File: config.mk
export PLATFORM = sky130hd
export DESIGN_NAME = alu_sequencer
export DESIGN_NICKNAME = d
export VERILOG_FILES = /design/src/rtl/alu_sequencer_pkg.sv /design/src/rtl/alu_func_decode.sv /design/src/rtl/alu_sequencer.sv
export SDC_FILE = /design/constraint.sdc
export NUM_CORES = 1
export LEC_CHECK = 0
export ABC_AREA = 1
export CAP_MARGIN = 25
export CORE_AREA = 2 2 39 41
export CTS_BUF_LIST = sky130_fd_sc_hd__clkbuf_4
export CTS_CLUSTER_DIAMETER = 30
export DETAILED_ROUTE_END_ITERATION = 10
export DIE_AREA = 0 0 41 43
export PLACE_DENSITY = 0.55
export SLEW_MARGIN = 10
export SYNTH_ARGS = -nofsm -noshare
export SYNTH_HDL_FRONTEND = slang
export SYNTH_SLANG_ARGS = --single-unit
File: constraint.sdc
create_clock -name clk -period 1.6 [get_ports clk]
set_input_delay 0.48 -clock clk [delete_from_list [all_inputs] [get_ports clk]]
set_output_delay 0.48 -clock clk [all_outputs]
set_load 0.005 [all_outputs]
File: src/rtl/alu_sequencer_pkg.sv
// alu_sequencer_pkg: ALU function codes, MUL opcode and FSM state encoding.
// The MULT state is only present when ALU_MUL_EN is defined.
package alu_sequencer_pkg;
  localparam logic [3:0] F_ADD = 4'b0010;
  localparam logic [3:0] F_SUB = 4'b0110;
  localparam logic [3:0] F_AND = 4'b0000;
  localparam logic [3:0] F_ORR = 4'b0001;
  localparam logic [3:0] F_PASSB = 4'b0111;
  localparam logic [3:0] F_MUL = 4'b1000;
  localparam logic [3:0] F_ILLEGAL = 4'b1111;
  localparam logic [10:0] MUL_OP = 11'b10011011000;
`ifdef ALU_MUL_EN
  typedef enum logic [1:0] {IDLE, HOLD, MULT} state_t;
`else
  typedef enum logic [1:0] {IDLE, HOLD} state_t;
`endif
endpackage

File: src/rtl/alu_func_decode.sv
// alu_func_decode: combinational ALUOp/opcode to ALU function decode.
// MUL recognition is compiled in only with ALU_MUL_EN.
module alu_func_decode
  import alu_sequencer_pkg::*;
#(
  parameter int OP_W = 11
) (
  input  logic [OP_W-1:0] Operation,
  input  logic [1:0]      ALUOperation,
  output logic [3:0]      func,
  output logic            illegal,
  output logic            mul
);
  logic [2:0] key;
  assign key = {Operation[9], Operation[8], Operation[3]};
`ifdef ALU_MUL_EN
  assign mul = ALUOperation == 2'b10 && Operation == OP_W'(MUL_OP);
`else
  logic unused_op;
  assign unused_op = ^Operation;
  assign mul = 1'b0;
`endif
  always_comb begin
    func = F_ILLEGAL;
    illegal = 1'b0;
    if (ALUOperation == 2'b00) func = F_ADD;
    else if (ALUOperation[0]) func = F_PASSB;
    else if (mul) func = F_MUL;
    else if (key == 3'b001) func = F_ADD;
    else if (key == 3'b101) func = F_SUB;
    else if (key == 3'b000) func = F_AND;
    else if (key == 3'b010) func = F_ORR;
    else illegal = 1'b1;
  end
endmodule

File: src/rtl/alu_sequencer.sv
// alu_sequencer: handshaked ALU control sequencer with registered function output.
// Define ALU_MUL_EN to add the multi-cycle MUL path (MULT state, counter, busy).
module alu_sequencer
  import alu_sequencer_pkg::*;
#(
  parameter int OP_W = 11,
  parameter int FUNC_W = 4,
  parameter int MUL_CYCLES = 4
) (
  input  logic              clk,
  input  logic              rst_n,
  input  logic              in_valid,
  output logic              in_ready,
  input  logic [OP_W-1:0]   Operation,
  input  logic [1:0]        ALUOperation,
  output logic              out_valid,
  input  logic              out_ready,
  output logic [FUNC_W-1:0] ALUFunc,
  output logic              illegal,
  output logic              busy
);
  if (FUNC_W < 4 || MUL_CYCLES < 2 || MUL_CYCLES > 15) begin : g_bad_cfg
    $error("alu_sequencer: FUNC_W must be >= 4 and MUL_CYCLES in 2..15");
  end
  state_t state, state_nx;
  logic [3:0] dec_func;
  logic dec_illegal, dec_mul, accept;
  logic [FUNC_W-1:0] func_q;
  logic illegal_q;
  alu_func_decode #(.OP_W(OP_W)) u_dec (
    .Operation(Operation),
    .ALUOperation(ALUOperation),
    .func(dec_func),
    .illegal(dec_illegal),
    .mul(dec_mul)
  );
  assign in_ready = state == IDLE || (state == HOLD && out_ready);
  assign accept = in_valid && in_ready;
  assign out_valid = state == HOLD;
  assign ALUFunc = func_q;
  assign illegal = illegal_q;
`ifdef ALU_MUL_EN
  logic [3:0] cnt;
  assign busy = state == MULT;
  always_ff @(posedge clk or negedge rst_n)
    if (!rst_n) cnt <= '0;
    else cnt <= (accept && dec_mul) ? 4'(MUL_CYCLES - 1) : (state == MULT && cnt != 0) ? cnt - 4'd1 : cnt;
`else
  assign busy = 1'b0;
`endif
  always_comb begin
    state_nx = state;
    if (accept) state_nx = HOLD;
    else if (state == HOLD && out_ready) state_nx = IDLE;
`ifdef ALU_MUL_EN
    if (accept && dec_mul) state_nx = MULT;
    else if (state == MULT && cnt == 0) state_nx = HOLD;
`endif
  end
  // MUL results are loaded when the counter expires, not at accept time
  always_ff @(posedge clk or negedge rst_n)
    if (!rst_n) begin
      state <= IDLE;
      func_q <= '0;
      illegal_q <= 1'b0;
    end else begin
      state <= state_nx;
      if (accept && !dec_mul) begin
        func_q <= FUNC_W'(dec_func);
        illegal_q <= dec_illegal;
      end
`ifdef ALU_MUL_EN
      else if (state == MULT && cnt == 0) begin
        func_q <= FUNC_W'(F_MUL);
        illegal_q <= 1'b0;
      end
`endif
    end
endmodule

; ---- Yosys cells after proc, flatten, opt, wreduce, memory -nomap -nowiden
; Index checks and enable logic that the tools add are counted.
[totals]
elab_cells = 28
ff_bits = 7
[classes]
n_eq_ne = 4
reduce_logical = 7
n_mux = 14
[ops]
columns = op, count
row1 = two-way mux 4 bit, 6
row2 = two-way mux 1 bit, 6
row3 = logical NOT 2 bit, 2
row4 = two-way mux 2 bit, 2
row5 = equality test 3 x 1 -> 1 bit (second input constant), 1
row6 = equality test 3 x 2 -> 1 bit (second input constant), 1
row7 = equality test 3 bit (second input constant), 1
row8 = logical NOT 3 bit, 1
row9 = equality test 2 x 1 -> 1 bit (second input constant), 1
row10 = logical AND 1 bit, 2
row11 = nonzero test 2 bit, 1
row12 = logical OR 1 bit, 1

; ---- Longest topological paths before layout
[logic_depth]
ltp_word = 7
mapped_depth = 5

; ---- By module
; Synthesis repeated with hierarchy kept, for this count alone.
[hier_totals]
hier_cells = 44
area_unflattened_um2 = 346.6
[modules_own_cells]
columns = mod, n_inst, cells_per_inst, seq_area_each_um2, area_per_inst_um2
row1 = alu_sequencer, 1, 29, 150.1, 277.8
row2 = alu_func_decode, 1, 15, 0.0, 68.8

; ---- Least setup slack after synthesis
; OpenSTA, ideal clock, no wires.
[synth_path]
kind = input -> output
startpoint = input out_ready
endpoint = output in_ready
setup_slack_ns = 0.499
t_arrival_ns = 0.621
path_buffers = 0
required_ns = 1.120
stages = 2
path_cell_list = inv_1 > nand2_1
[synth_via]
elab_chain_cells = 2
[synth_rtl]
columns = item, line
row1 = from (decl), alu_sequencer.sv:17  ; input logic out_ready,
row2 = logical AND 1 bit, alu_sequencer.sv:37  ; assign in_ready = state == IDLE || (state == HOLD && out_ready);
row3 = logical OR 1 bit, alu_sequencer.sv:37
row4 = to (decl), alu_sequencer.sv:13  ; output logic in_ready,
; No other way between the ends.

; ---- Final worst setup path
[layout_path]
startpoint = register func_q[0], in the netlist ALUFunc[0]
endpoint = output ALUFunc[0]
[layout_lines]
columns = item, line
row1 = from (decl), alu_sequencer.sv:28  ; logic [FUNC_W-1:0] func_q;
row2 = from (signal assigned), alu_sequencer.sv:69  ; func_q <= FUNC_W'(dec_func);
row3 = to (decl), alu_sequencer.sv:18  ; output logic [FUNC_W-1:0] ALUFunc,
; No word-level cell between the ends.

==> out/results.ini <==
[timing]
tns_ns=0
post-route-min-period_ns=1.56
setup_viol=0
clock-skew-final_ns=0.000684
hold_viol_final=0
rsz0062_at_grt=false
period_share_pct=97.5
fin_ws_ns=0.0401
fmax_mhz=641
maxSlewViolCount=0

[setup_path]
slowest_delay_ns=0.50
r2r-end=ALUFunc[1]$_DFFE_PN0P_
crit_required_ns=1.12
rr_worst_depth=9
r2r_start=state[0]$_DFFE_PN0P_
slowest_stage=clkdlybuf4s50_1
cp-start-kind=flip-flop
cp_max_fo=2
critPathKind=reg2out
cp_top_family=buffers and inverters
endpoint_kind=output pin
arrival_ns=1.08
reg2reg_slack_ns=0.30
path_cells=clkdlybuf4s50_1
critical_path_buf_inv_count=1

[final_layout]
fillers=159
layout_common_cells=18 x nand2_1, 10 x clkdlybuf4s50_1, 8 x buf_4, 5 x dfrtp_1
layout_commonest_cell=nand2_1
area_growth_pct=90.8
fin_nets=82
antenna_cells=0
drive_gt1_share_pct=21.9

[logic_synthesis]
yosysWarnings=0
ys_types=9
syn_area_um2=272
yosysSeqAreaShare_pct=46.1
syn_nets=56
syn_avg_cell_area_um2=6.96
netlist_instances=39
ys_ff_latch=5

[power_and_ir_drop]
leakage_nw=0.306
ir_worst_vdd_mv=0.279
p_per_area_nw_per_um2=800

[routing]
via_per_inst=3.86
avgRoutedWirePerCell_um=8.19
ant_nets=0
drt_wl_total_um=655
first_iter_violations=0
drcViolationCount=0
dr.pass1.iters=1
vias=309

[clock_tree]
clock_latency_ns=0.23
htree_levels=1
cts.path.max_buffers=2
clk_pin_slew_ns=0.04
cts-root-buf=clkbuf_4
cts_tree=built
cts_buffers=3
cts_sinks=5

[worst_hold_path]
hp-class=in2async

[floorplan]
placementRows=14
die_x_um=41
die_area_um2=1760
coreArea_um2=1380
start_util_pct=19.6
io_pins=25
die_y_um=43

[global_routing]
gr-total-overflow=0
grt_usage_pct=8.49
first_global_vias=253
antenna_found_initial=0
grt_first_pass_wirelength_um=959
grt_max_degree=6

[place]
place.port_buffers=15
post-place-ws_ns=-0.426
dp_hpwl_um=496
place.gp.congestion=0.699

[run]
cap_viol_max_count=0

[outcome]
outcome=complete, no violations

stage by stage:
| stage | total power [mW] | hold slack, ns | utilization (%) | area [um^2] | std cells |
|---|---|---|---|---|---|
| floorplan | 0.185 | 0.184 | - | 272 | 39 |
| global placement | 0.250 | 0.468 | 31.9 | 442 | 70 |
| detailed placement | 0.251 | 0.468 | 31.9 | 442 | 70 |
| CTS | 0.425 | 0.469 | 36.9 | 510 | 80 |
| global route | 0.441 | 0.483 | 37.4 | 518 | 80 |
| finish | 0.415 | 0.470 | 37.4 | 518 | 80 |
flip-flops by register name (all words and copies together), names as in the netlist:
register / flops
state: 1
ALUFunc: 4
synth_stat cells:
library cell	instances	area (um^2)
conb_1	1	3.75
nor2_1	4	15.0
buf_4	2	15.0
nand2_1	18	67.6
a21oi_2	1	8.76
inv_1	4	15.0
nand3_1	3	15.0
or2_1	1	6.26
dfrtp_1	5	125
area by class of cell:
type | count | area (um^2) | area share (%)
sequential | 5 | 125 | 24.2
tap | 16 | 20.0 | 3.86
clock buffer | 4 | 30.0 | 5.80
multi-input combinational | 28 | 116 | 22.5
timing repair buffer | 23 | 211 | 40.8
inverter | 4 | 15.0 | 2.90
how the worst max path moves through the flow:
stage	to	cells past startpoint	from	slack, ns
finish	ALUFunc[0]	1	ALUFunc[0]$_DFFE_PN0P_	0.04
global route	ALUFunc[2]	1	ALUFunc[2]$_DFFE_PN0P_	0.009
CTS	illegal	1	ALUFunc[3]$_DFFE_PN0P_	0.001
detailed placement	in_ready	4	out_ready	-0.43
global placement	in_ready	4	out_ready	-0.42
floorplan	in_ready	2	out_ready	0.50
report_power, final:
group	internal, mW	switching (mW)
Sequential	0.141	0.00801
Clock	0.111	0.0461
Combinational	0.0686	0.0396
Total	0.321	0.0937
logic make-up (layout without fill, tap and decap cells):
logic type	after synthesis	in the layout	share of synthesized area (%)
buffers and inverters	6	31	11.1
AO/OA/AOI/OAI	1	1	3.23
AND/OR/NAND/NOR	26	26	38.2
flip-flops	5	5	46.1
other	1	1	1.38
repair_timing:
action                     in CTS  in global routing
gates resized for setup         5                  3
hold buffers                    0                  0
pin swaps                       0                  0
setup endpoints to repair       2                  3
buffers inserted                6                  0
hold endpoints to repair        0                  0
routing by layer:
layer / track usage (%) / part of all wire (%) / vias up / wire, um
li1: - / - / 163 / -
met1: 9.54 / 41 / 132 / 266
met2: 12.5 / 48 / 14 / 315
met3: 3.14 / 11 / 0 / 73
met4: 6.00 / 0 / 0 / 0
met5: 0 / 0 / - / 0
(Power assumes the default switching activity.)
